===== src/rtl/control_sequencer.sv =====
// Multi-cycle control sequencer for the five-stage datapath: walks one instruction
// through Fetch/Decode/Execute/Memory/Write Back and drives the datapath strobes.
module control_sequencer #(
    parameter int unsigned MFC_TIMEOUT = 15,
    parameter int unsigned CNT_WIDTH   = 32
) (
    input  logic                 Clock,
    input  logic                 ProcessorReset,
    input  logic                 ProcessorEnable,
    input  logic                 Step,
    input  logic                 IsLoad,
    input  logic                 IsStore,
    input  logic                 IsBranch,
    input  logic                 IsJumpReg,
    input  logic                 BranchTaken,
    input  logic                 WritesReg,
    input  logic                 SetsFlags,
    input  logic                 IFNR_FLAG,
    input  logic                 INR_FLAG,
    input  logic                 MFC,
    output logic                 PC_Enable,
    output logic                 PC_Select,
    output logic                 INC_Select,
    output logic                 IR_Enable,
    output logic                 RA_Enable,
    output logic                 RB_Enable,
    output logic                 RZ_Enable,
    output logic                 RM_Enable,
    output logic                 RY_Enable,
    output logic                 RY_Select,
    output logic                 RF_WRITE,
    output logic                 CCR_Enable,
    output logic                 MEM_Read,
    output logic                 MEM_Write,
    output logic [2:0]           Stage,
    output logic                 Fault,
    output logic [CNT_WIDTH-1:0] Retired
);

    typedef enum logic [2:0] {
        IDLE      = 3'd0,
        FETCH     = 3'd1,
        DECODE    = 3'd2,
        EXECUTE   = 3'd3,
        MEMORY    = 3'd4,
        WRITEBACK = 3'd5,
        FAULT     = 3'd7
    } state_t;

    localparam logic [7:0] WAIT_LAST = 8'(MFC_TIMEOUT - 1);

    state_t     state, next_state;
    logic       step_flag, step_flag_next;
    logic [7:0] wait_cnt;
    logic       mem_op;

    assign mem_op = IsLoad | IsStore;

    always_ff @(posedge Clock) begin
        if (ProcessorReset) begin
            state     <= IDLE;
            step_flag <= 1'b0;
            wait_cnt  <= '0;
            Retired   <= '0;
        end else begin
            state     <= next_state;
            step_flag <= step_flag_next;
            // Held at zero outside MEMORY, so it is already clear on entry
            if (state == MEMORY && mem_op && !MFC)
                wait_cnt <= wait_cnt + 8'd1;
            else
                wait_cnt <= '0;
            if (state == WRITEBACK)
                Retired <= Retired + 1'b1;
        end
    end

    always_comb begin
        next_state     = state;
        step_flag_next = step_flag;
        PC_Enable      = 1'b0;
        PC_Select      = 1'b1;
        INC_Select     = 1'b0;
        IR_Enable      = 1'b0;
        RA_Enable      = 1'b0;
        RB_Enable      = 1'b0;
        RZ_Enable      = 1'b0;
        RM_Enable      = 1'b0;
        RY_Enable      = 1'b0;
        RY_Select      = 1'b0;
        RF_WRITE       = 1'b0;
        CCR_Enable     = 1'b0;
        MEM_Read       = 1'b0;
        MEM_Write      = 1'b0;
        Fault          = 1'b0;

        case (state)
            IDLE: begin
                if (ProcessorEnable) begin
                    next_state = FETCH;
                end else if (Step) begin
                    next_state     = FETCH;
                    step_flag_next = 1'b1;
                end
            end
            FETCH: begin
                IR_Enable  = 1'b1;
                PC_Enable  = 1'b1;
                next_state = DECODE;
            end
            DECODE: begin
                RA_Enable  = 1'b1;
                RB_Enable  = 1'b1;
                next_state = (IFNR_FLAG || INR_FLAG) ? FAULT : EXECUTE;
            end
            EXECUTE: begin
                RZ_Enable  = 1'b1;
                RM_Enable  = 1'b1;
                CCR_Enable = SetsFlags;
                if (IsJumpReg) begin
                    PC_Enable = 1'b1;
                    PC_Select = 1'b0;
                end else if (IsBranch && BranchTaken) begin
                    PC_Enable  = 1'b1;
                    INC_Select = 1'b1;
                end
                next_state = (IsLoad && IsStore) ? FAULT : MEMORY;
            end
            MEMORY: begin
                if (!mem_op) begin
                    RY_Enable  = 1'b1;
                    next_state = WRITEBACK;
                end else begin
                    MEM_Read  = IsLoad;
                    MEM_Write = IsStore;
                    if (MFC) begin
                        RY_Enable  = 1'b1;
                        RY_Select  = IsLoad;
                        next_state = WRITEBACK;
                    end else if (wait_cnt == WAIT_LAST) begin
                        next_state = FAULT;
                    end
                end
            end
            WRITEBACK: begin
                RF_WRITE = WritesReg & ~IsStore;
                if (ProcessorEnable && !step_flag) begin
                    next_state = FETCH;
                end else begin
                    next_state     = IDLE;
                    step_flag_next = 1'b0;
                end
            end
            FAULT: begin
                Fault = 1'b1;
            end
            default: begin
                next_state = FAULT;
            end
        endcase
    end

    assign Stage = state;

endmodule


===== config.mk =====
export PLATFORM = sky130hd
export DESIGN_NAME = control_sequencer
export DESIGN_NICKNAME = d
export VERILOG_FILES = /design/src/rtl/control_sequencer.sv
export SDC_FILE = /design/constraint.sdc
export NUM_CORES = 1
export LEC_CHECK = 0
export ABC_CLOCK_PERIOD_IN_PS = 5700
export CORE_MARGIN = 2
export CORE_UTILIZATION = 45
export DETAILED_ROUTE_END_ITERATION = 8
export HOLD_SLACK_MARGIN = 0.12
export PLACE_DENSITY = 0.82
export SYNTH_ARGS = -nofsm -noshare
export SYNTH_HDL_FRONTEND = slang
export SYNTH_SLANG_ARGS = --single-unit

===== constraint.sdc =====
create_clock -name Clock -period 5.7 [get_ports Clock]
set_clock_uncertainty 0.15 [all_clocks]
set_input_delay 1.71 -clock Clock [delete_from_list [all_inputs] [get_ports Clock]]
set_output_delay 1.71 -clock Clock [all_outputs]
set_load 0.03 [all_outputs]

Word-level counts from Yosys, hierarchy flattened
Index checks and enable logic that the tools add are counted.
{ "classes": {"reduce_logical": 13, "n_mux": 36, "n_eq_ne": 12, "add_sub_neg": 2, "n_bitwise": 5} }
{ "op_table": {"columns": ["cell", "n"], "rows": [
  ["$add A32 B1 Y32 const B", 1],
  ["$mux W1", 26],
  ["$pmux W3 S7", 1],
  ["$mux W3", 6],
  ["$eq A3 B3 Y1 const B", 3],
  ["$add A8 B1 Y8 const B", 1],
  ["$eq A8 B4 Y1 const B", 1],
  ["$eq A3 B2 Y1 const B", 2],
  ["$ne A2 B2 Y1 const B", 3],
  ["$logic_and A1 B1 Y1", 5],
  ["$ne A4 B3 Y1 const B", 1],
  ["$pmux W1 S2", 2],
  ["$reduce_and A4 Y1", 1],
  ["$eq A3 B1 Y1 const B", 1],
  ["$logic_not A3 Y1", 1],
  ["$ne A3 B3 Y1 const B", 1],
  ["$not A1 Y1", 3],
  ["$reduce_and A3 Y1", 1],
  ["$logic_not A1 Y1", 2],
  ["$mux W2", 1],
  ["$reduce_bool A2 Y1", 1],
  ["$reduce_or A2 Y1", 1],
  ["$and A1 B1 Y1", 1],
  ["$logic_or A1 B1 Y1", 1],
  ["$or A1 B1 Y1", 1]
]} }
{ "word_totals": {"elab_cells": 72, "output_inout_bits": 50, "reg_bits": 44, "inputBits": 14} }

Depth between registers and ports, before layout
{ "depth": {"word_depth": 5, "ltp_mapped": 7, "mapped_depth_nobuf": 5} }

Worst setup path after synthesis
OpenSTA, ideal clock, no wires.
{ "synth_path": {"kind": "input port to output port", "from": "input IsBranch", "to": "output INC_Select", "required_ns": 3.840, "stages": 2, "t_arrival_ns": 2.512, "path_slack_ns": 1.328, "cell_sequence": "nand2_1 nor3b_1"} }
{ "synth_between": {"elab_chain_len": 4} }
{ "synth_rtl": {"columns": ["element", "line", "text"], "rows": [
  ["start, declared", "13", "input logic IsBranch,"],
  ["$logic_and A1 B1 Y1", "123", "end else if (IsBranch && BranchTaken) begin"],
  ["$mux W1", "123", null],
  ["$mux W1", "120", "if (IsJumpReg) begin"],
  ["$mux W1", "97", "case (state)"],
  ["end, declared", "23", "output logic INC_Select,"]
]} }
Every way passes these cells.

Worst setup path after layout
{ "layout_path": {"from": "input IsStore", "to": "output RY_Enable"} }
{ "layout_between": {"elab_chain_len": 3} }
{ "layout_rtl": {"columns": ["element", "line", "text"], "rows": [
  ["start, declared", "12", "input logic IsStore,"],
  ["$or A1 B1 Y1", "57", "assign mem_op = IsLoad | IsStore;"],
  ["$mux W1", "130", "if (!mem_op) begin"],
  ["$mux W1", "97", null],
  ["end, declared", "29", "output logic RY_Enable,"]
]} }
Every way passes these cells.

==> metrics.cfg <==
[yosys]
netlist.area_leader.share_pct = 39.82
synthCells = 266
syn_area_mm2 = 0.002212
synth_top_family_by_area = simple AND/OR/NAND/NOR gates
yosys.area_share.simple_pct = 30.94
yosysTopAreaCell = dfxtp_1
yosysWarnings = 0
synth.distinct_cells = 37
muxShareOfSynthArea_pct = 0
synthXorXnorAreaFrac_pct = 5.543
synth_seq_area_share_pct = 39.82
synth_fp_nets = 283
ys_ff_latch = 44
yosys-top-cells-area = dfxtp_1 40%, a21oi_1 6.3%, or4_1 4.4%, o31ai_1 4.1%, nor2_1 3.4%
synth_fa_ha_area_share_pct = 1.697
async_flop_share_pct = 0
avgSynthCellArea_um2 = 8.316
synth_edf_count = 0
synth-main-ff-cell = dfxtp_1
synth-compound-area-share_pct = 16.06

[global_route]
track_usage_pct = 18.69
antenna_found_initial = 0
grt_pass1_wl_um = 8231
grt_max_degree = 24
grt_pass1_vias = 1864
gr-total-overflow = 0

[drt]
routed_wl_um = 4984
dr.first_iter.drc_count = 83
wl_per_cell_um = 12.88
route.detailed.drc = 0
first_pass_iters = 4
ant_nets = 0
num_vias = 2144
via_per_inst = 5.540

[placement]
portBuffers = 63
pre_cts_ws_ps = 624.4
dp_hpwl_um = 3491
finalWeightedCongestion = 0.7568

[floorplanning]
die-area_mm2 = 0.005492
die_w_um = 74.11
ioPinCount = 64
rows = 25
coreArea_mm2 = 0.004723
initial_core_util_pct = 46.83
die_h_um = 74.11

[timing]
setup_tns_ps = 0
fin_crit_ps = 5063
hold_viol = 0
max-slew-margin-rel_pct = 48.02
finalSetupViolations = 0
fmax_mhz = 197.5
drv_slew = 0
tightest_slew_ps = 777.3
fin_crit_sh_pct = 88.83
holdWs_ps = 328.3
rsz0062_at_grt = false
setup_ws_ps = 636.8

[pwr]
comb_power_share_pct = 18.3
power.switching_w = 0.0001939
power.share.sequential_pct = 47.8
intPower_w = 0.0005028
power_density_mw_per_mm2 = 236.1
swShare_pct = 27.84
p_leak_nw = 0.9657
vdd_drop_max_uv = 144.2
power_frac_clock_pct = 33.8

[worst_hold_path]
worstHoldPathCells = 1
hold_path.class = register to register
worstHoldStart = wait_cnt[0]
hold_end = wait_cnt[0]

[cts]
cts_max_level = 2
insertion_delay_ps = 300
path_clk_slew_ps = 70
cts_tree = done
postCtsSetupBuffers = 0
cts.sinks = 44
cts_buffer_depth = 2
clockRootBuffer = clkbuf_8
ctsResizeCount = 0
cts_buffers = 5
ctsHoldBuffers = 0

[setup_path]
ff2ff_setup_slack_ps = 3250
required_ps = 3840
cp_max_fo = 4
cp-start-kind = input pin
r2r_start = Retired[10]
startpoint = IsStore
end_kind = output port
critPathArrivalTime_ps = 3200
crit_type = input pin to output port
reg2reg_to = Retired[27]
worst_r2r_path_depth = 4

[cells_and_area]
nets = 336
drive_above_1_share_pct = 4.063
multi_input_area_mm2 = 0.001200
syn_to_final_growth_pct = 33.43
regArea_um2 = 880.8
final.fill_count = 413
insertedDiodeCount = 0

[run]
max_cap_viol_count = 0

[run_status]
status = complete, no violations

==> power by group through the flow <==
stage / sequential (W) / clock [W] / combinational [W]
2_1_floorplan: 0.000339 / 0 / 0.0000789
3_3_place_gp: 0.000340 / 0 / 0.000127
3_5_place_dp: 0.000340 / 0 / 0.000128
4_1_cts: 0.000333 / 0.000238 / 0.000129
5_1_grt: 0.000336 / 0.000252 / 0.000137
6_report: 0.000333 / 0.000236 / 0.000128
==> registers in the layout (all words and copies together) (netlist names) <==
register	flops
Retired	32
wait_cnt	8
Stage	3
step_flag	1
==> through the flow <==
step / cell area, um^2 / utilization, % / cells / power [W]
2_1_floorplan: 2212 / - / 266 / 0.0004182
3_3_place_gp: 2844 / 60.21 / 379 / 0.0004678
3_5_place_dp: 2844 / 60.21 / 379 / 0.0004680
4_1_cts: 2952 / 62.49 / 387 / 0.0006992
5_1_grt: 2952 / 62.49 / 387 / 0.0007240
6_report: 2952 / 62.49 / 387 / 0.0006967
==> final cells by class <==
cell class	instances	area share, %
inverter	11	1.399
tap	67	2.840
clock buffer	6	2.459
multi-input combinational	193	40.65
clock inverter	2	1.187
sequential	44	29.84
timing repair buffer	64	21.62
==> cells in the mapped netlist, types with 8 or more instances <==
cell type and instances:
or3_1 11, or4_1 13, clkbuf_1 14, o31ai_1 12
xor2_1 8, dfxtp_1 44, nand3_1 10, o21ai_0 11
a21oi_1 28, nand2_1 16, nor2_1 20, nand4_1 8
inv_1 11
==> cell families after synthesis <==
family	Yosys count
AND/OR/NAND/NOR	116
flip-flops	44
XOR/XNOR	14
adder cells (fa/ha/maj)	3
AO/OA/AOI/OAI	60
buffers and inverters	29
==> per-layer routing <==
layer  vias to the layer above  track usage [%]  routed length, um
met5                         -                0                  0
met4                         0            6.869                 60
met3                         6            4.878                311
met2                        70            30.95               2330
met1                       999            23.46               2282
li1                       1069                -                  -
==> worst max-delay path, stage by stage <==
cell and delay (ps):
clkdlybuf4s50_1 450, o21ba_2 240, nor2b_1 110, clkdlybuf4s50_1 680
==> placed cells by master (no fill, tap or decap), types with 7 or more instances in the layout <==
master	count
clkdlybuf4s50_1	63
nand2_1	16
or3_1	11
inv_1	11
o21ai_0	11
nor2_1	20
xor2_1	8
nand3_1	10
dfxtp_1	44
and2_1	7
o31ai_1	12
nand4_1	8
or4_1	13
a21oi_1	28
==> worst max path at each step <==
| stage | end | slack [ps] | cells past startpoint |
|---|---|---|---|
| 6_report | RY_Enable | 640 | 4 |
| 2_1_floorplan | INC_Select | 1330 | 2 |
| 4_1_cts | RY_Enable | 620 | 4 |
| 3_3_place_gp | RY_Enable | 660 | 4 |
| 3_5_place_dp | RY_Enable | 620 | 4 |
| 5_1_grt | RY_Enable | 540 | 4 |
No activity file was read; power rests on OpenSTA's default activity.
